### src/rtl/regfile_write_arbiter.sv
// regfile_write_arbiter
//   Round-robin arbiter that serialises register-file writes from N_REQ
//   requesters onto a single decoder select/enable port, with optional
//   locked bursts of up to MAX_BURST consecutive writes per grant.
// Ports:
//   clk, rst_n      clock, asynchronous active-low reset
//   req[N_REQ]      per-requester write request (held until ack)
//   lock[N_REQ]     per-requester burst-hold request
//   wsel            packed target indices, bus_size_in bits per requester
//   wdata_in        packed write data, DATA_W bits per requester
//   gnt             registered one-hot grant
//   ack             one-cycle commit pulse for the granted requester
//   select, enabled decoder select index and enable
//   wdata           data of the committed write
//   busy            high whenever the arbiter is not idle
module regfile_write_arbiter #(
  parameter int unsigned N_REQ       = 4,
  parameter int unsigned bus_size_in = 3,
  parameter int unsigned DATA_W      = 32,
  parameter int unsigned MAX_BURST   = 4
) (
  input  logic                          clk,
  input  logic                          rst_n,
  input  logic [N_REQ-1:0]              req,
  input  logic [N_REQ-1:0]              lock,
  input  logic [N_REQ*bus_size_in-1:0]  wsel,
  input  logic [N_REQ*DATA_W-1:0]       wdata_in,
  output logic [N_REQ-1:0]              gnt,
  output logic [N_REQ-1:0]              ack,
  output logic [bus_size_in-1:0]        select,
  output logic                          enabled,
  output logic [DATA_W-1:0]             wdata,
  output logic                          busy
);

  localparam int unsigned IW = (N_REQ > 1) ? $clog2(N_REQ) : 1;
  localparam int unsigned BW = $clog2(MAX_BURST + 1);

  localparam logic [1:0] S_IDLE  = 2'd0;
  localparam logic [1:0] S_GRANT = 2'd1;
  localparam logic [1:0] S_WRITE = 2'd2;

  logic [1:0]    state;
  logic [IW-1:0] last;
  logic [IW-1:0] win;
  logic [BW-1:0] burst_count;
  logic [IW-1:0] next_win;
  logic          any_req;

  function automatic logic [N_REQ-1:0] onehot(input logic [IW-1:0] i);
    onehot    = '0;
    onehot[i] = 1'b1;
  endfunction

  // Rotating-priority search: first set req bit above the previous winner.
  always_comb begin
    int unsigned idx;
    logic        found;
    next_win = last;
    found    = 1'b0;
    for (int unsigned i = 1; i <= N_REQ; i++) begin
      idx = (32'(last) + i) % N_REQ;
      if (!found && req[IW'(idx)]) begin
        next_win = IW'(idx);
        found    = 1'b1;
      end
    end
  end

  assign any_req = |req;

  always_ff @(posedge clk or negedge rst_n) begin
    if (!rst_n) begin
      state       <= S_IDLE;
      gnt         <= '0;
      ack         <= '0;
      enabled     <= 1'b0;
      busy        <= 1'b0;
      select      <= '0;
      wdata       <= '0;
      burst_count <= '0;
      last        <= IW'(N_REQ - 1);
      win         <= '0;
    end else begin
      case (state)
        S_IDLE: begin
          ack     <= '0;
          enabled <= 1'b0;
          if (any_req) begin
            gnt   <= onehot(next_win);
            win   <= next_win;
            last  <= next_win;
            state <= S_GRANT;
            busy  <= 1'b1;
          end
        end
        S_GRANT: begin
          if (req[win]) begin
            select  <= wsel[win*bus_size_in +: bus_size_in];
            wdata   <= wdata_in[win*DATA_W +: DATA_W];
            enabled <= 1'b1;
            ack     <= onehot(win);
            state   <= S_WRITE;
          end else begin
            // Requester withdrew: release the grant; last keeps this winner.
            gnt         <= '0;
            burst_count <= '0;
            state       <= S_IDLE;
            busy        <= 1'b0;
          end
        end
        S_WRITE: begin
          enabled <= 1'b0;
          ack     <= '0;
          if (lock[win] && req[win] && (burst_count < BW'(MAX_BURST - 1))) begin
            burst_count <= burst_count + 1'b1;
            state       <= S_GRANT;
          end else begin
            gnt         <= '0;
            burst_count <= '0;
            state       <= S_IDLE;
            busy        <= 1'b0;
          end
        end
        default: begin
          gnt         <= '0;
          ack         <= '0;
          enabled     <= 1'b0;
          burst_count <= '0;
          state       <= S_IDLE;
          busy        <= 1'b0;
        end
      endcase
    end
  end

endmodule

### config.mk
export PLATFORM = sky130hd
export DESIGN_NAME = regfile_write_arbiter
export DESIGN_NICKNAME = d
export VERILOG_FILES = /design/src/rtl/regfile_write_arbiter.sv
export SDC_FILE = /design/constraint.sdc
export NUM_CORES = 1
export LEC_CHECK = 0
export CAP_MARGIN = 20
export CORE_ASPECT_RATIO = 1.25
export CORE_UTILIZATION = 37
export CTS_CLUSTER_SIZE = 8
export DETAILED_ROUTE_END_ITERATION = 7
export PLACE_DENSITY = 0.87
export SYNTH_ARGS = -nofsm -noshare
export SYNTH_HDL_FRONTEND = slang
export SYNTH_SLANG_ARGS = --single-unit
### constraint.sdc
create_clock -name clk -period 2.1 [get_ports clk]
set_input_delay 0.21 -clock clk [delete_from_list [all_inputs] [get_ports clk]]
set_output_delay 0.21 -clock clk [all_outputs]
set_load 0.05 [all_outputs]
# ---- Word-level counts from Yosys, hierarchy flattened
# Index checks and enable logic that the tools add are counted.
dict set report word_totals {
  regBits 54
  in_bits 150
  output_inout_bits 45
  elab_cells 92
}
dict set report op_classes {
  add_sub_neg 5
  multipliers 1
  n_lt_le_gt_ge 9
  n_eq_ne 6
  shifts 2
  n_mux 42
  n_bitwise 1
  reduce_logical 16
}
# cell count
set op_table {}
lappend op_table {{$shiftx 128x8->32} 1}
lappend op_table {{$mux 4} 5}
lappend op_table {{$lt 2x3->1 const B} 6}
lappend op_table {{$mux 1} 17}
lappend op_table {{$bmux 1 s2} 6}
lappend op_table {{$mux 2} 6}
lappend op_table {{$pmux 4 s3} 1}
lappend op_table {{$shiftx 12x5->3} 1}
lappend op_table {{$pmux 3 s3} 1}
lappend op_table {{$ne 2x2->1 const B} 4}
lappend op_table {{$logic_and 1x1->1} 7}
lappend op_table {{$mux 3} 2}
lappend op_table {{$pmux 2 s3} 1}
lappend op_table {{$reduce_and 2->1} 3}
lappend op_table {{$add 2x1->2 const B} 2}
lappend op_table {{$add 2x2->2 const B} 2}
lappend op_table {{$demux 1 s2} 2}
lappend op_table {{$ge 2x1->1 const B} 2}
lappend op_table {{$mul 2x2->4 const B} 1}
lappend op_table {{$reduce_or 4->1} 1}
lappend op_table {{$add 3x1->3 const B} 1}
lappend op_table {{$logic_not 1->1} 3}
lappend op_table {{$lt 3x2->1 const B} 1}
lappend op_table {{$pmux 1 s3} 1}
lappend op_table {{other kinds (5)} 5}

# ---- Longest topological paths before layout
# Gate-level depths: netlist of run 1.
dict set report logic_depth {
  ltp_word 19
  depth_mapped 6
  depth_no_buf 4
}

# ---- Least setup slack after synthesis of run 1
# Ideal clock, no wire load.
dict set report synth_path {
  path_kind {register to register}
  from {reg win[0]}
  to {reg select[0]}
  setup_ns 0.128
  arrival_ns 1.716
  required_ns 1.972
  slack_ns 0.256
  path_stages_with_launch 5
  path_buffers 2
  period_less_slack_ns 1.844
  path_cell_list {dfrtp_1 > clkbuf_1 > clkbuf_1 > mux4_2 > mux2_1}
}
dict set report synth_between {
  elab_chain_len 3
  elab_cells_between_ends 5
  classes_between {1 x mul; 1 x shift; 2 x mux; 1 x reduce/logical}
}
# item line_no
set synth_rtl {}
lappend synth_rtl {{start: declaration} 45} ;# logic [IW-1:0] win;
lappend synth_rtl {{start signal: assignment} 91} ;# win <= next_win;
lappend synth_rtl {{branches (longest 3 deep; another with $mul 2x2->4)} --}
lappend synth_rtl {{end signal: assignment} 99} ;# select <= wsel[win*bus_size_in +: bus_size_in];
lappend synth_rtl {{end: declaration} 30} ;# output logic [bus_size_in-1:0] select,
# Parallel ways; which one is timed is not known. The select of a mux whose other input is x is not followed.
# A chain may end at the register's enable or synchronous reset.

# ---- Worst setup path in the final report of run 1
dict set report layout_path {
  from {reg win[1]}
  to {reg state[0]}
}
dict set report layout_between {
  elab_chain_len 6
  elab_cells_between_ends 8
  classes_between {6 x mux; 2 x reduce/logical}
}
# item line_no
set layout_rtl {}
lappend layout_rtl {{$bmux 1 s2} 115} ;# if (lock[win] && req[win] && (burst_count < BW'(MAX_BURST - 1))) begin
lappend layout_rtl {{$mux 1 (implied by the code)} 115}
lappend layout_rtl {{$logic_and 1x1->1 * (2 in a row)} 115}
lappend layout_rtl {{$mux 1 *} 115}
lappend layout_rtl {{$pmux 2 s3 *} 85} ;# case (state)
lappend layout_rtl {{end signal: assignment} 93} ;# state <= S_GRANT;
lappend layout_rtl {{end signal: assignment} 117} ;# state <= S_GRANT;
lappend layout_rtl {{end signal: assignment} 121} ;# state <= S_IDLE;
lappend layout_rtl {{end: declaration} 43} ;# logic [1:0] state;
# Every way passes the cells marked *; elsewhere a longest branch is shown, timed or not. The select of a mux whose other input is x is not followed.

==> flow_metrics.env, run 1 <==
export IMPL_status="completed"
export IMPL_vias_per_cell=5.28
export IMPL_synth_distinct_cells=35
export IMPL_p_seq_share_pct=25.0
export IMPL_start_util_pct=38.8
export IMPL_arrival_ps=2030
export IMPL_power_leakage_nw=2.11
export IMPL_peakVddDrop_mv=0.780
export IMPL_hp_class="primary input to async pin"
export IMPL_pre_cts_slack_ps=77.0
export IMPL_syn_avg_cell_area_um2=15.1
export IMPL_cts_root_buffer="clkbuf_8"
export IMPL_n_fill_cell=598
export IMPL_crit_start="win[1]"
export IMPL_cts_sinks=54
export IMPL_synth_most_common_cell="dfrtp_1"
export IMPL_max_freq_mhz=543
export IMPL_topRoutingLayerUsed="met4"
export IMPL_yosysSeqAreaShare_pct=44.0
export IMPL_crit_required_ps=2290
export IMPL_synth_edff_count=0
export IMPL_coreArea_mm2=0.00793
export IMPL_p_int_mw=4.21
export IMPL_synth_ff_type="dfrtp_1"
export IMPL_vias=2633
export IMPL_drt_wl_total_mm=9.03
export IMPL_netlist_area_mm2=0.00308
export IMPL_synth_area_leaders="dfrtp_1, mux4_2, mux2_1, mux2_2, dfstp_2"
export IMPL_finalMaxSlewViolations=0
export IMPL_routed_wl_met2_mm=5.00
export IMPL_synth_top_area_cell="dfrtp_1"
export IMPL_dr_wl_met3_um=731
export IMPL_tightest_slew_ps=888
export IMPL_crit_path_max_fanout=8
export IMPL_maxCapViolCount=0
export IMPL_yosys_register_bits=54
export IMPL_finalSetupViolCount=0
export IMPL_ant_nets=0
export IMPL_clock_skew_ps=11.7
export IMPL_synthTopCellsByCount="dfrtp_1, mux4_2, mux2_1, a21oi_1, nor2_1"
export IMPL_worstRegToRegCells=4
export IMPL_synth_top_cell_area_share_pct=42.3
export IMPL_yosysWarningCount=0
export IMPL_die_area_mm2=0.00869
export IMPL_drt_met1_wl_mm=3.09
export IMPL_antenna_cells=0
export IMPL_synth_async_reset_ratio_pct=100
export IMPL_wl_per_cell_um=18.1
export IMPL_insertion_delay_ps=300
export IMPL_r2r_start="win[1]"
export IMPL_gp_congestion=0.792
export IMPL_worst_r2r_endpoint="state[0]"
export IMPL_grt_pass1_vias=2988
export IMPL_finalCriticalPeriod_ps=1840
export IMPL_area_growth_synth_to_final_pct=72.5
export IMPL_overflow=0
export IMPL_rsz0062_at_grt="no"
export IMPL_fp_row_count=36
export IMPL_regToRegSetupSlack_ps=260
export IMPL_drt_iter0_drc=77
export IMPL_cts_buffers_inserted=5
export IMPL_crit_type="register to register"
export IMPL_grt_pass1_wl_mm=14.7
export IMPL_report_power_total_mw=7.59
export IMPL_crit_path_end="state[0]"
export IMPL_slew_headroom_pct=40.4
export IMPL_ios=195
export IMPL_firstDrtPassIters=4
export IMPL_hold_violations=0
export IMPL_die_h_um=104
export IMPL_grt_util_all_layers_pct=21.7
export IMPL_fin_ws_ps=259
export IMPL_drc_errors=0
export IMPL_fin_crit_sh_pct=87.7
export IMPL_cts_tree="done"
export IMPL_cp_start_kind="register"
export IMPL_drive_gt1_share_pct=17.6
export IMPL_p_sw_mw=3.38
export IMPL_cts_resized_gates=0
export IMPL_antenna_found_initial=0
export IMPL_syn_nets=355
export IMPL_setup_tns_ps=0
export IMPL_die_w_um=83.6
export IMPL_nNetsFinal=554
export IMPL_power_density_mw_per_mm2=1430
export IMPL_hpwlAfterDp_mm=7.47
export IMPL_clk_path_buf_depth=2
export IMPL_grt_max_degree=30
export IMPL_h_tree_depth=2
export IMPL_p_clk_share_pct=9.4
export IMPL_critPathCaptureType="register"
export IMPL_port_buffers=194
export IMPL_synthCells=204
export IMPL_p_sw_share_pct=44.6
export IMPL_path_clk_slew_ps=100
export IMPL_combPwrFrac_pct=65.6
==> metrics by stage <==
step	utilization (%)	instances	area (µm²)	hold WS, ps
4_1_cts	66.9	499	5310	458
5_1_grt	66.9	499	5310	510
3_3_place_gp	65.3	490	5180	239
3_5_place_dp	65.3	490	5180	256
6_report	66.9	499	5310	449
2_1_floorplan	-	204	3080	-85.6
==> worst min-delay path by stage <==
stage	cells past startpoint	end	slack, ps	startpoint
global placement	1	wdata[30]	240	rst_n
finish	2	wdata[30]	450	rst_n
detailed placement	1	wdata[30]	260	rst_n
global route	2	wdata[23]	510	rst_n
CTS	2	wdata[25]	460	rst_n
floorplan	0	ack[0]	-90	rst_n
==> layout make-up <==
type	count	area [µm²]	share of cell area, %
timing repair buffer	208	2090	39.5
multi-input combinational	130	1610	30.3
sequential	54	1360	25.6
tap	95	119	2.24
clock buffer	7	86.3	1.63
clock inverter	1	30.0	0.566
inverter	4	15.0	0.283
==> cells by family (layout without fill, tap and decap cells) <==
group | count (synthesis) | count (layout) | synth area share (%)
buffers and inverters | 20 | 220 | 3.82
multiplexers | 74 | 74 | 40.5
AND/OR/NAND/NOR | 34 | 34 | 6.51
AO/OA/AOI/OAI | 21 | 21 | 4.72
adder cells (fa/ha/maj) | 1 | 1 | 0.407
flip-flops | 54 | 54 | 44.0
==> flip-flops by register name, summed over array words and instances, names as in the netlist <==
register	cells
select	3
ack	4
gnt	4
last	2
busy	1
wdata	32
win	2
state	2
burst_count	3
enabled	1
==> critical path, cell delays in order, from the launching register on <==
cell and delay (ps):
dfrtp_2 470, mux4_2 580, buf_4 190, and4_1 190, or2_2 300
==> what timing repair did <==
action / in CTS / in global routing
hold buffers: 1 / 0
setup buffers: 0 / 0
hold endpoints to repair: 25 / 0
==> placed cells by master, fill, tap and decap left out, drive strengths merged, types with 2 or more instances in the layout <==
master,Yosys,final
nor2,9,9
inv,4,4
nand2,4,4
a32o,4,4
clkdlybuf4s50,0,193
nor3b,2,2
a21oi,9,9
nand3,4,4
nand3b,2,2
mux2i,2,2
clkbuf,8,7
buf,8,14
dfrtp,52,52
o21ai,2,2
dfstp,2,2
mux4,37,37
mux2,35,35
nor3,2,2
nand2b,5,5
a22o,2,2
==> per-layer routing <==
layer / GRT usage, % / vias up
met5: 0 / -
met3: 6.98 / 17
li1: - / 1198
met4: 6.90 / 0
met2: 41.1 / 132
met1: 22.1 / 1286
==> power by group through the flow <==
stage,Clock [mW],Sequential [mW],Combinational (mW)
final,0.716,1.90,4.98
after global placement,0,1.91,4.92
after floorplan,0,3.20,2.08
after global routing,0.780,1.97,5.28
after CTS,0.738,1.91,5.06
after detailed placement,0,1.92,5.05
No activity file was read; power rests on OpenSTA's default activity.
==> run 2: changes to the inputs <==
Settings changed: GPL_ROUTABILITY_DRIVEN set to 1.
==> results of run 2 <==
Same layout as run 1: the final DEF is identical, and so are final timing and power.
==> run 3: changes to the inputs <==
Settings changed: CAP_MARGIN 20 to not set, REMOVE_ABC_BUFFERS set to 1.
==> flow_metrics.env, run 3 (synthesized netlist as in run 1, its figures left out) <==
export IMPL_overflow=0
export IMPL_fin_crit_sh_pct=87.7
export IMPL_ios=195
export IMPL_placed_area_mm2=0.00518
export IMPL_regToRegSetupSlack_ps=310
export IMPL_p_int_mw=4.05
export IMPL_cts_sinks=54
export IMPL_fp_row_count=36
export IMPL_coreArea_mm2=0.00793
export IMPL_p_sw_mw=3.39
export IMPL_clock_skew_ps=6.46
export IMPL_path_delay_family="simple AND/OR/NAND/NOR gates"
export IMPL_grt_pass1_vias=2984
export IMPL_start_util_pct=38.8
export IMPL_clk_path_buf_depth=2
export IMPL_gp_congestion=0.804
export IMPL_h_tree_depth=2
export IMPL_worst_r2r_endpoint="gnt[1]"
export IMPL_r2r_start="state[0]"
export IMPL_p_sw_share_pct=45.5
export IMPL_hp_class="primary input to async pin"
export IMPL_die_h_um=104
export IMPL_drt_iter0_drc=94
export IMPL_insertion_delay_ps=300
export IMPL_final_area_mm2=0.00527
export IMPL_p_clk_share_pct=7.4
export IMPL_cts_buffers_inserted=5
export IMPL_max_freq_mhz=543
export IMPL_antenna_cells=0
export IMPL_vias=2688
export IMPL_hold_violations=0
export IMPL_rsz0062_at_grt="no"
export IMPL_power_leakage_nw=2.09
export IMPL_path_clk_slew_ps=100
export IMPL_regMostFlops="wdata"
export IMPL_critPathCaptureType="register"
export IMPL_drive_gt1_share_pct=16.9
export IMPL_die_w_um=83.6
export IMPL_drt_wl_total_mm=9.29
export IMPL_n_fill_cell=617
export IMPL_layout_common_cells="clkdlybuf4s50_1, dfrtp_1, mux4_2"
export IMPL_finalCriticalPeriod_ps=1840
export IMPL_cts_resized_gates=0
export IMPL_vias_per_cell=5.41
export IMPL_slowest_stage="nor3_1"
export IMPL_stdcell_count=497
export IMPL_finalMaxSlewViolations=0
export IMPL_drc_errors=0
export IMPL_reg_top3="wdata (32), ack (4), gnt (4)"
export IMPL_worstRegToRegCells=2
export IMPL_slew_headroom_pct=19.5
export IMPL_maxCapViolCount=0
export IMPL_setup_tns_ps=0
export IMPL_wl_per_cell_um=18.7
export IMPL_crit_required_ps=2340
export IMPL_cp_start_kind="primary input"
export IMPL_die_area_mm2=0.00869
export IMPL_peakVddDrop_mv=0.933
export IMPL_grt_max_degree=42
export IMPL_port_buffers=194
export IMPL_cts_root_buffer="clkbuf_8"
export IMPL_tightest_slew_ps=1200
export IMPL_nNetsFinal=553
export IMPL_combPwrFrac_pct=67.2
export IMPL_area_growth_synth_to_final_pct=71.3
export IMPL_crit_type="primary input to register"
export IMPL_post_place_cells=489
export IMPL_crit_path_max_incr_delay_ps=920
export IMPL_power_density_mw_per_mm2=1410
export IMPL_p_seq_share_pct=25.4
export IMPL_finalSetupViolCount=0
export IMPL_crit_path_cell_trace="clkdlybuf4s50_1 -> nor4_1 -> nor3_1 -> a32o_1"
export IMPL_cts_tree="done"
export IMPL_largest_reg_flops=32
export IMPL_postCtsHoldBufs=1
export IMPL_arrival_ps=2080
export IMPL_antenna_found_initial=0
export IMPL_grt_pass1_wl_mm=15.2
export IMPL_final_common_cell="clkdlybuf4s50_1"
export IMPL_status="completed"
export IMPL_crit_path_max_fanout=14
export IMPL_path_buf_inv=1
export IMPL_ant_nets=0
export IMPL_hpwlAfterDp_mm=7.52
export IMPL_firstDrtPassIters=4
export IMPL_grt_util_all_layers_pct=22.2
export IMPL_post_cts_setup_buffer_count=0
==> run 3: cell count changes in the layout (fill, tap and decap cells not counted) <==
cell / before / now
clkbuf_8: 6 / 5
clkbuf_1: 1 / 2
buf_4: 9 / 7
buf_12: 4 / 5
bufinv_16: 1 / 0
==> run 3: how the worst max path moves through the flow <==
stage	start	endpoint	slack, ps	cells past startpoint
detailed placement	req[2]	gnt[1]	-30	4
floorplan	win[0]	select[0]	-1000	3
finish	req[2]	gnt[1]	260	4
global route	req[2]	last[1]	100	5
CTS	req[2]	gnt[1]	280	4
global placement	req[2]	gnt[0]	80	4
==> run 3: per-layer routing <==
metal | wire (µm) | part of all wire [%] | track usage, % | vias up
met1 | 3290 | 35 | 24.4 | 1345
met2 | 5110 | 55 | 41.0 | 127
met5 | 0 | 0 | 0 | -
li1 | - | - | - | 1195
met3 | 685 | 7.4 | 6.35 | 21
met4 | 208 | 2.2 | 6.66 | 0
==> run 3: layout make-up <==
type,count,area [µm²],area share (%)
repair buffers,207,2100,39.8
well taps,95,119,2.25
inverters,4,15.0,0.285
flip-flops and latches,54,1360,25.7
multi-input cells,130,1610,30.5
clock buffers,7,76.3,1.45
==> run 3: stage by stage <==
step	power, mW	utilization (%)	setup slack, ps	hold slack [ps]
floorplan	5.13	-	-1000	-85.6
global placement	6.85	65.4	76.3	174
detailed placement	6.97	65.4	-34.0	191
CTS	7.53	66.5	276	391
global route	7.87	66.5	97.2	411
finish	7.44	66.5	258	381
==> run 3: power by group through the flow <==
stage	combinational [mW]	clock, mW	sequential [mW]
2_1_floorplan	1.66	0	3.47
3_3_place_gp	4.97	0	1.88
3_5_place_dp	5.06	0	1.91
4_1_cts	5.07	0.573	1.89
5_1_grt	5.29	0.628	1.96
6_report	5.00	0.554	1.89
